`config.mk`:
```
export PLATFORM = sky130hd
export DESIGN_NAME = snitch_muldiv_unit_flat
export DESIGN_NICKNAME = d
export VERILOG_FILES = /design/src/rtl/snitch_muldiv_unit_if.sv /design/src/rtl/snitch_muldiv_unit.sv /design/src/flat_wrapper.sv
export SDC_FILE = /design/constraint.sdc
export NUM_CORES = 2
export LEC_CHECK = 0
export BUFFER_PORTS_ARGS = -buffer_cell sky130_fd_sc_hd__buf_2
export CORE_MARGIN = 2
export CORE_UTILIZATION = 34
export CTS_CLUSTER_DIAMETER = 30
export DETAILED_ROUTE_END_ITERATION = 10
export PLACE_DENSITY = 0.5
export REMOVE_ABC_BUFFERS = 1
export SLEW_MARGIN = 20
export SYNTH_ARGS = -nofsm -noshare
export SYNTH_HDL_FRONTEND = slang
export SYNTH_SLANG_ARGS = --single-unit
```
`constraint.sdc`:
```
create_clock -name clk_i -period 17.2 [get_ports clk_i]
set_input_delay 3.44 -clock clk_i [delete_from_list [all_inputs] [get_ports clk_i]]
set_output_delay 3.44 -clock clk_i [all_outputs]
set_load 0.05 [all_outputs]
```
`src/rtl/snitch_muldiv_unit_if.sv`:
```
// Accelerator offload port of the mul/div unit: request and response
// handshake channels bundled into one interface.
interface snitch_muldiv_unit_if #(
  parameter int unsigned IdWidth = 5
);
  // Request channel
  logic [31:0]        acc_qaddr_i;
  logic [IdWidth-1:0] acc_qid_i;
  logic [31:0]        acc_qdata_op_i;
  logic [31:0]        acc_qdata_arga_i;
  logic [31:0]        acc_qdata_argb_i;
  logic [31:0]        acc_qdata_argc_i;
  logic               acc_qvalid_i;
  logic               acc_qready_o;

  // Response channel
  logic [31:0]        acc_pdata_o;
  logic [IdWidth-1:0] acc_pid_o;
  logic               acc_perror_o;
  logic               acc_pvalid_o;
  logic               acc_pready_i;

  // Requester side (core / spill register)
  modport master (
    output acc_qaddr_i, acc_qid_i, acc_qdata_op_i, acc_qdata_arga_i,
           acc_qdata_argb_i, acc_qdata_argc_i, acc_qvalid_i, acc_pready_i,
    input  acc_qready_o, acc_pdata_o, acc_pid_o, acc_perror_o, acc_pvalid_o
  );

  // Accelerator side
  modport slave (
    input  acc_qaddr_i, acc_qid_i, acc_qdata_op_i, acc_qdata_arga_i,
           acc_qdata_argb_i, acc_qdata_argc_i, acc_qvalid_i, acc_pready_i,
    output acc_qready_o, acc_pdata_o, acc_pid_o, acc_perror_o, acc_pvalid_o
  );
endinterface

```
`src/rtl/snitch_muldiv_unit.sv`:
```
// RV32M multiply/divide accelerator. One operation in flight at a time:
// multiplies and illegal ops answer one cycle after acceptance, divides and
// remainders run a 32-step restoring divider on operand magnitudes.
module snitch_muldiv_unit #(
  parameter int unsigned IdWidth = 5
) (
  input  logic                 clk_i,
  input  logic                 rst_ni,
  snitch_muldiv_unit_if.slave  acc
);

  localparam logic [1:0] STATE_IDLE = 2'd0;
  localparam logic [1:0] STATE_DIV  = 2'd1;
  localparam logic [1:0] STATE_RESP = 2'd2;

  logic [1:0]         state_reg, state_next;
  logic [31:0]        pdata_reg;
  logic [IdWidth-1:0] pid_reg;
  logic               perror_reg;

  // Divider datapath state
  logic [31:0] rem_reg;
  logic [31:0] quo_reg;
  logic [31:0] divisor_reg;
  logic [31:0] dividend_reg;
  logic [4:0]  count_reg;
  logic        neg_q_reg;
  logic        neg_r_reg;
  logic        is_rem_reg;
  logic        div_zero_reg;

  // ---------------------------------------------------------------------
  // Request decode
  // ---------------------------------------------------------------------
  logic [31:0] op;
  logic [2:0]  funct3;
  logic        legal;
  logic        accept;
  logic        last_step;

  assign op        = acc.acc_qdata_op_i;
  assign funct3    = op[14:12];
  assign legal     = (op[6:0] == 7'b0110011) && (op[31:25] == 7'b0000001);
  assign accept    = acc.acc_qvalid_i && (state_reg == STATE_IDLE);
  assign last_step = (count_reg == 5'd31);

  // ---------------------------------------------------------------------
  // Single-cycle multiplier: 33-bit sign/zero-extended operands cover all
  // four signedness variants with one signed product.
  // ---------------------------------------------------------------------
  logic               mul_a_signed, mul_b_signed;
  logic signed [32:0] mul_a_ext, mul_b_ext;
  logic signed [65:0] mul_prod;
  logic [31:0]        mul_result;

  assign mul_a_signed = (funct3 == 3'b001) || (funct3 == 3'b010);
  assign mul_b_signed = (funct3 == 3'b001);
  assign mul_a_ext    = {mul_a_signed & acc.acc_qdata_arga_i[31], acc.acc_qdata_arga_i};
  assign mul_b_ext    = {mul_b_signed & acc.acc_qdata_argb_i[31], acc.acc_qdata_argb_i};
  assign mul_prod     = mul_a_ext * mul_b_ext;
  assign mul_result   = (funct3 == 3'b000) ? mul_prod[31:0] : mul_prod[63:32];

  // ---------------------------------------------------------------------
  // Divider setup: magnitudes and result signs. The magnitude of
  // 0x80000000 is itself as an unsigned value, so signed overflow needs no
  // special handling: 2^31 / 1 with a positive quotient sign wraps back to
  // 0x80000000 and leaves remainder 0.
  // ---------------------------------------------------------------------
  logic        div_signed, a_neg, b_neg;
  logic [31:0] a_mag, b_mag;

  assign div_signed = ~funct3[0];
  assign a_neg      = div_signed & acc.acc_qdata_arga_i[31];
  assign b_neg      = div_signed & acc.acc_qdata_argb_i[31];
  assign a_mag      = a_neg ? -acc.acc_qdata_arga_i : acc.acc_qdata_arga_i;
  assign b_mag      = b_neg ? -acc.acc_qdata_argb_i : acc.acc_qdata_argb_i;

  // ---------------------------------------------------------------------
  // One restoring step: shift the next dividend bit into the partial
  // remainder and subtract the divisor if it fits.
  // ---------------------------------------------------------------------
  logic [32:0] shifted, diff;
  logic        step_bit;
  logic [31:0] rem_step, quo_step, q_final, r_final, div_result;

  assign shifted  = {rem_reg, quo_reg[31]};
  assign diff     = shifted - {1'b0, divisor_reg};
  assign step_bit = ~diff[32];
  assign rem_step = step_bit ? diff[31:0] : shifted[31:0];
  assign quo_step = {quo_reg[30:0], step_bit};
  assign q_final  = neg_q_reg ? -quo_step : quo_step;
  assign r_final  = neg_r_reg ? -rem_step : rem_step;

  // Division by zero is resolved from the latched operands so the signed
  // sign fix-up cannot disturb the architectural result.
  always_comb begin
    div_result = is_rem_reg ? r_final : q_final;
    if (div_zero_reg) begin
      div_result = is_rem_reg ? dividend_reg : 32'hFFFF_FFFF;
    end
  end

  // Next-state selection for the IDLE / DIV / RESP sequencer
  always_comb begin
    state_next = state_reg;
    case (state_reg)
      STATE_IDLE: begin
        if (accept) begin
          state_next = (legal && funct3[2]) ? STATE_DIV : STATE_RESP;
        end
      end
      STATE_DIV: begin
        if (last_step) state_next = STATE_RESP;
      end
      STATE_RESP: begin
        if (acc.acc_pready_i) state_next = STATE_IDLE;
      end
      default: state_next = STATE_IDLE;
    endcase
  end

  // Control state and registered response; response fields only change on
  // acceptance or on divider completion, so they hold under backpressure.
  always_ff @(posedge clk_i) begin
    if (!rst_ni) begin
      state_reg  <= STATE_IDLE;
      pdata_reg  <= '0;
      pid_reg    <= '0;
      perror_reg <= 1'b0;
    end else begin
      state_reg <= state_next;
      if (accept) begin
        pid_reg    <= acc.acc_qid_i;
        perror_reg <= ~legal;
        pdata_reg  <= (legal && !funct3[2]) ? mul_result : 32'h0;
      end else if ((state_reg == STATE_DIV) && last_step) begin
        pdata_reg <= div_result;
      end
    end
  end

  // Divider datapath: loaded on acceptance, stepped once per DIV cycle.
  // Left without reset because the control state gates every use of it.
  always_ff @(posedge clk_i) begin
    if (accept) begin
      rem_reg      <= '0;
      quo_reg      <= a_mag;
      divisor_reg  <= b_mag;
      dividend_reg <= acc.acc_qdata_arga_i;
      count_reg    <= '0;
      neg_q_reg    <= a_neg ^ b_neg;
      neg_r_reg    <= a_neg;
      is_rem_reg   <= funct3[1];
      div_zero_reg <= (acc.acc_qdata_argb_i == 32'h0);
    end else if (state_reg == STATE_DIV) begin
      rem_reg   <= rem_step;
      quo_reg   <= quo_step;
      count_reg <= count_reg + 5'd1;
    end
  end

  assign acc.acc_qready_o = (state_reg == STATE_IDLE);
  assign acc.acc_pvalid_o = (state_reg == STATE_RESP);
  assign acc.acc_pdata_o  = pdata_reg;
  assign acc.acc_pid_o    = pid_reg;
  assign acc.acc_perror_o = perror_reg;

  // Inputs and product bits that carry no information for this unit
  logic unused_sig;
  assign unused_sig = ^{acc.acc_qaddr_i, acc.acc_qdata_argc_i, op[24:15],
                        op[11:7], mul_prod[65:64]};

endmodule

```
`src/flat_wrapper.sv`:
```
// flat-port wrapper written by rule: the top's interface ports become plain ports
module snitch_muldiv_unit_flat 
#(
  parameter int unsigned IdWidth = 5
)
  (clk_i, rst_ni, acc_acc_qaddr_i, acc_acc_qid_i, acc_acc_qdata_op_i, acc_acc_qdata_arga_i, acc_acc_qdata_argb_i, acc_acc_qdata_argc_i, acc_acc_qvalid_i, acc_acc_pready_i, acc_acc_qready_o, acc_acc_pdata_o, acc_acc_pid_o, acc_acc_perror_o, acc_acc_pvalid_o);
  snitch_muldiv_unit_if #(.IdWidth(IdWidth)) acc_i ();
  input  logic clk_i;
  input  logic rst_ni;
  input wire logic [$bits(acc_i.acc_qaddr_i)-1:0] acc_acc_qaddr_i;
  input wire logic [$bits(acc_i.acc_qid_i)-1:0] acc_acc_qid_i;
  input wire logic [$bits(acc_i.acc_qdata_op_i)-1:0] acc_acc_qdata_op_i;
  input wire logic [$bits(acc_i.acc_qdata_arga_i)-1:0] acc_acc_qdata_arga_i;
  input wire logic [$bits(acc_i.acc_qdata_argb_i)-1:0] acc_acc_qdata_argb_i;
  input wire logic [$bits(acc_i.acc_qdata_argc_i)-1:0] acc_acc_qdata_argc_i;
  input wire logic [$bits(acc_i.acc_qvalid_i)-1:0] acc_acc_qvalid_i;
  input wire logic [$bits(acc_i.acc_pready_i)-1:0] acc_acc_pready_i;
  output wire logic [$bits(acc_i.acc_qready_o)-1:0] acc_acc_qready_o;
  output wire logic [$bits(acc_i.acc_pdata_o)-1:0] acc_acc_pdata_o;
  output wire logic [$bits(acc_i.acc_pid_o)-1:0] acc_acc_pid_o;
  output wire logic [$bits(acc_i.acc_perror_o)-1:0] acc_acc_perror_o;
  output wire logic [$bits(acc_i.acc_pvalid_o)-1:0] acc_acc_pvalid_o;
  assign acc_i.acc_qaddr_i = acc_acc_qaddr_i;
  assign acc_i.acc_qid_i = acc_acc_qid_i;
  assign acc_i.acc_qdata_op_i = acc_acc_qdata_op_i;
  assign acc_i.acc_qdata_arga_i = acc_acc_qdata_arga_i;
  assign acc_i.acc_qdata_argb_i = acc_acc_qdata_argb_i;
  assign acc_i.acc_qdata_argc_i = acc_acc_qdata_argc_i;
  assign acc_i.acc_qvalid_i = acc_acc_qvalid_i;
  assign acc_i.acc_pready_i = acc_acc_pready_i;
  assign acc_acc_qready_o = acc_i.acc_qready_o;
  assign acc_acc_pdata_o = acc_i.acc_pdata_o;
  assign acc_acc_pid_o = acc_i.acc_pid_o;
  assign acc_acc_perror_o = acc_i.acc_perror_o;
  assign acc_acc_pvalid_o = acc_i.acc_pvalid_o;
  snitch_muldiv_unit #(.IdWidth(IdWidth)) u_core (.clk_i(clk_i), .rst_ni(rst_ni), .acc(acc_i));
endmodule
```
==> results.md <==
* Hold EP: u_core.acc.acc_pid_o[2]
* Max-Cap Viols at 0
* Yosys top cell area share at 44.5%
* # clock sinks at 177
* Ys flop type: edfxtp_1
* Critical Path Start: acc_acc_qdata_arga_i[31]
* Port Buffers at 129
* Final Util at 36.2%
* Routed Antenna Nets at 0
* Drt initial violations at 2354
* Area leader, netlist: fa_1
* CTS tree: yes
* Vias at 38332
* Post-CTS Setup Inserts at 0
* Root Driver: clkbuf_16
* EDFF count, synth at 100
* Min Clock Period, post-route at 12990 ps
* R2r setup slk at 10520 ps
* Reg2reg end: u_core.acc.acc_pdata_o[28]
* Synth Cell Area at 50600 µm²
* HP Start: u_core.acc.acc_pid_o[2]
* Total GRT Usage at 21.2%
* Die Width at 390 µm
* First-pass GRT wire length at 247000 µm
* R2r worst-path depth at 23
* Initial Util at 34.2%
* # rows at 141
* Asr flop ratio synth at 0%
* Pin count of the biggest net entering global routing at 80
* Clock tree buffer depth at 2
* Clk Latency, worst-skew pair at 470 ps
* DR pass1 iterations at 5
* Seq/Total Area, Yosys at 8.98%
* Required @ worst endpoint at 17520 ps
* Worst setup margin at 4210 ps
* Area grow syn2layout at 5.70%
* Final period util at 75.5%
* Dpl cell area at 52900 µm²
* Register bit count reported by yosys at 177
* Number of global-route vias before repair at 40844
* Status: finished clean
* Final setup vio count at 0
* Worst-path fanout max at 25
* Fin. Hold Viols at 0
* Fmax at 77.0 MHz
* Dpl hpwl at 123000 µm
* Clk_skew at 19.5 ps
* Wire per inst at 20.6 µm
* Clk slew on worst S/H paths at 70 ps
* Ports at 209
* Reg2Reg Launch Point: u_core.quo_reg[31]
* Worst Tran Pin Value at 1180 ps
* Max-slew violation count at 0
* Layout cells sized above 1 at 4.99%
* Core ar. at 148000 µm²
* Synth top area cells: fa_1 45%, inv_1 9.1%, nand2_1 7.2%, ha_1 6.2%, edfxtp_1 5.9%
* Crit Path Class: in2reg
* Total Wirelength at 156000 µm
* Syn avg cell area at 8.78 µm²
* Yosys warns at 0
* Pre-CTS setup slack at 3710 ps
* Die H at 390 µm
* CTS resizes at 0
* Die area at 152000 µm²
* Congestion Overflow GR at 0
* CP Launch Type: input pin
* CP arrival at 13310 ps
* RSZ-0062 raised after global routing: false
* Cells after synthesis at 5766
* Cts hold-fix bufs at 0
* Commonest cells in the netlist: 1227 x inv_1, 1126 x fa_1, 974 x nand2_1
* Via-per-instance ratio at 5.05
* Crit end category: flop
* Num CTS Buffers at 17
* Setup TNS Final at 0 ps
* Initial antenna violation count at 2
* Post-route cell area at 53500 µm²
* Worst min path class: reg2reg
* DRC errors left at 0
* GPL Wtd Cong at 0.884
* Count leader, synth: inv_1
* Final #Nets at 7179
* Post-synth cell types at 93
* H-tree depth at 4
* Hold path depth at 2
* Slew margin rel. at 21.5%
==> area by class of cell <==
| type | count | area [µm²] |
|---|---|---|
| tap | 1930 | 2410 |
| clock inverter | 12 | 110 |
| clock buffer | 20 | 468 |
| multi-input combinational | 4005 | 40100 |
| sequential | 177 | 4540 |
| timing repair buffer | 201 | 1190 |
| inverter | 1232 | 4630 |
| antenna | 7 | 17.5 |
| fill | 15393 | 94300 |
==> logic make-up after synthesis <==
logic type      count (synthesis)  synth area share [%]
simple gates                 1674                  15.1
buf+inv                      1584                  11.8
fa+ha+maj                    1376                  50.7
compound gates                725                  9.34
xor+xnor                      207                  3.58
flops                         177                  8.98
mux                            23                 0.472
==> through the flow <==
step                cells  hold slack [ps]
floorplan            5414              440
global placement     7545              442
detailed placement   7545              449
CTS                  7577              460
global route         7577              481
finish               7584              456
==> layer usage <==
| layer | up-vias | wire [µm] | global-route usage (%) |
|---|---|---|---|
| met4 | 0 | 2850 | 4.01 |
| met3 | 145 | 6650 | 1.58 |
| met1 | 20034 | 71700 | 29.9 |
| met2 | 908 | 75200 | 35.8 |
| met5 | - | 0 | 0 |
| li1 | 17245 | - | - |
==> worst max-delay path, stage by stage <==
cell,delay (ps)
buf_2,450
nor3b_2,910
buf_4,500
nand2_1,230
fa_1,750
fa_1,570
fa_1,530
fa_1,890
inv_1,480
fa_1,570
fa_1,550
inv_1,50
fa_1,450
fa_1,490
inv_1,40
ha_1,370
a21o_1,200
a21o_1,180
a21o_1,170
a21oi_1,140
nor2b_1,50
o21ai_0,140
nand2b_1,70
a21oi_1,210
mux2_2,210
o221ai_1,110
a221oi_1,310
a41oi_1,160
==> placed cells by master, fill, tap and decap left out, drive strengths merged, types with 125 or more instances in the layout <==
| master | Yosys | routed |
|---|---|---|
| o21ai | 200 | 200 |
| xnor2 | 125 | 125 |
| ha | 250 | 250 |
| fa | 1126 | 1126 |
| nand2 | 974 | 974 |
| a21oi | 176 | 176 |
| inv | 1228 | 1237 |
| nor2 | 154 | 154 |
| and2 | 314 | 314 |
| buf | 63 | 201 |
==> worst max path at each step <==
stage / endpoint / depth (start not counted)
after floorplan: u_core.acc.acc_pdata_o[31] / 29
after global placement: u_core.acc.acc_pdata_o[31] / 26
after detailed placement: u_core.acc.acc_pdata_o[31] / 26
after CTS: u_core.acc.acc_pdata_o[31] / 26
after global routing: u_core.acc.acc_pdata_o[31] / 28
final: u_core.acc.acc_pdata_o[31] / 28
Power is not shown: default switching activity piles up to over one toggle a cycle in this logic, so the estimate is an artifact.
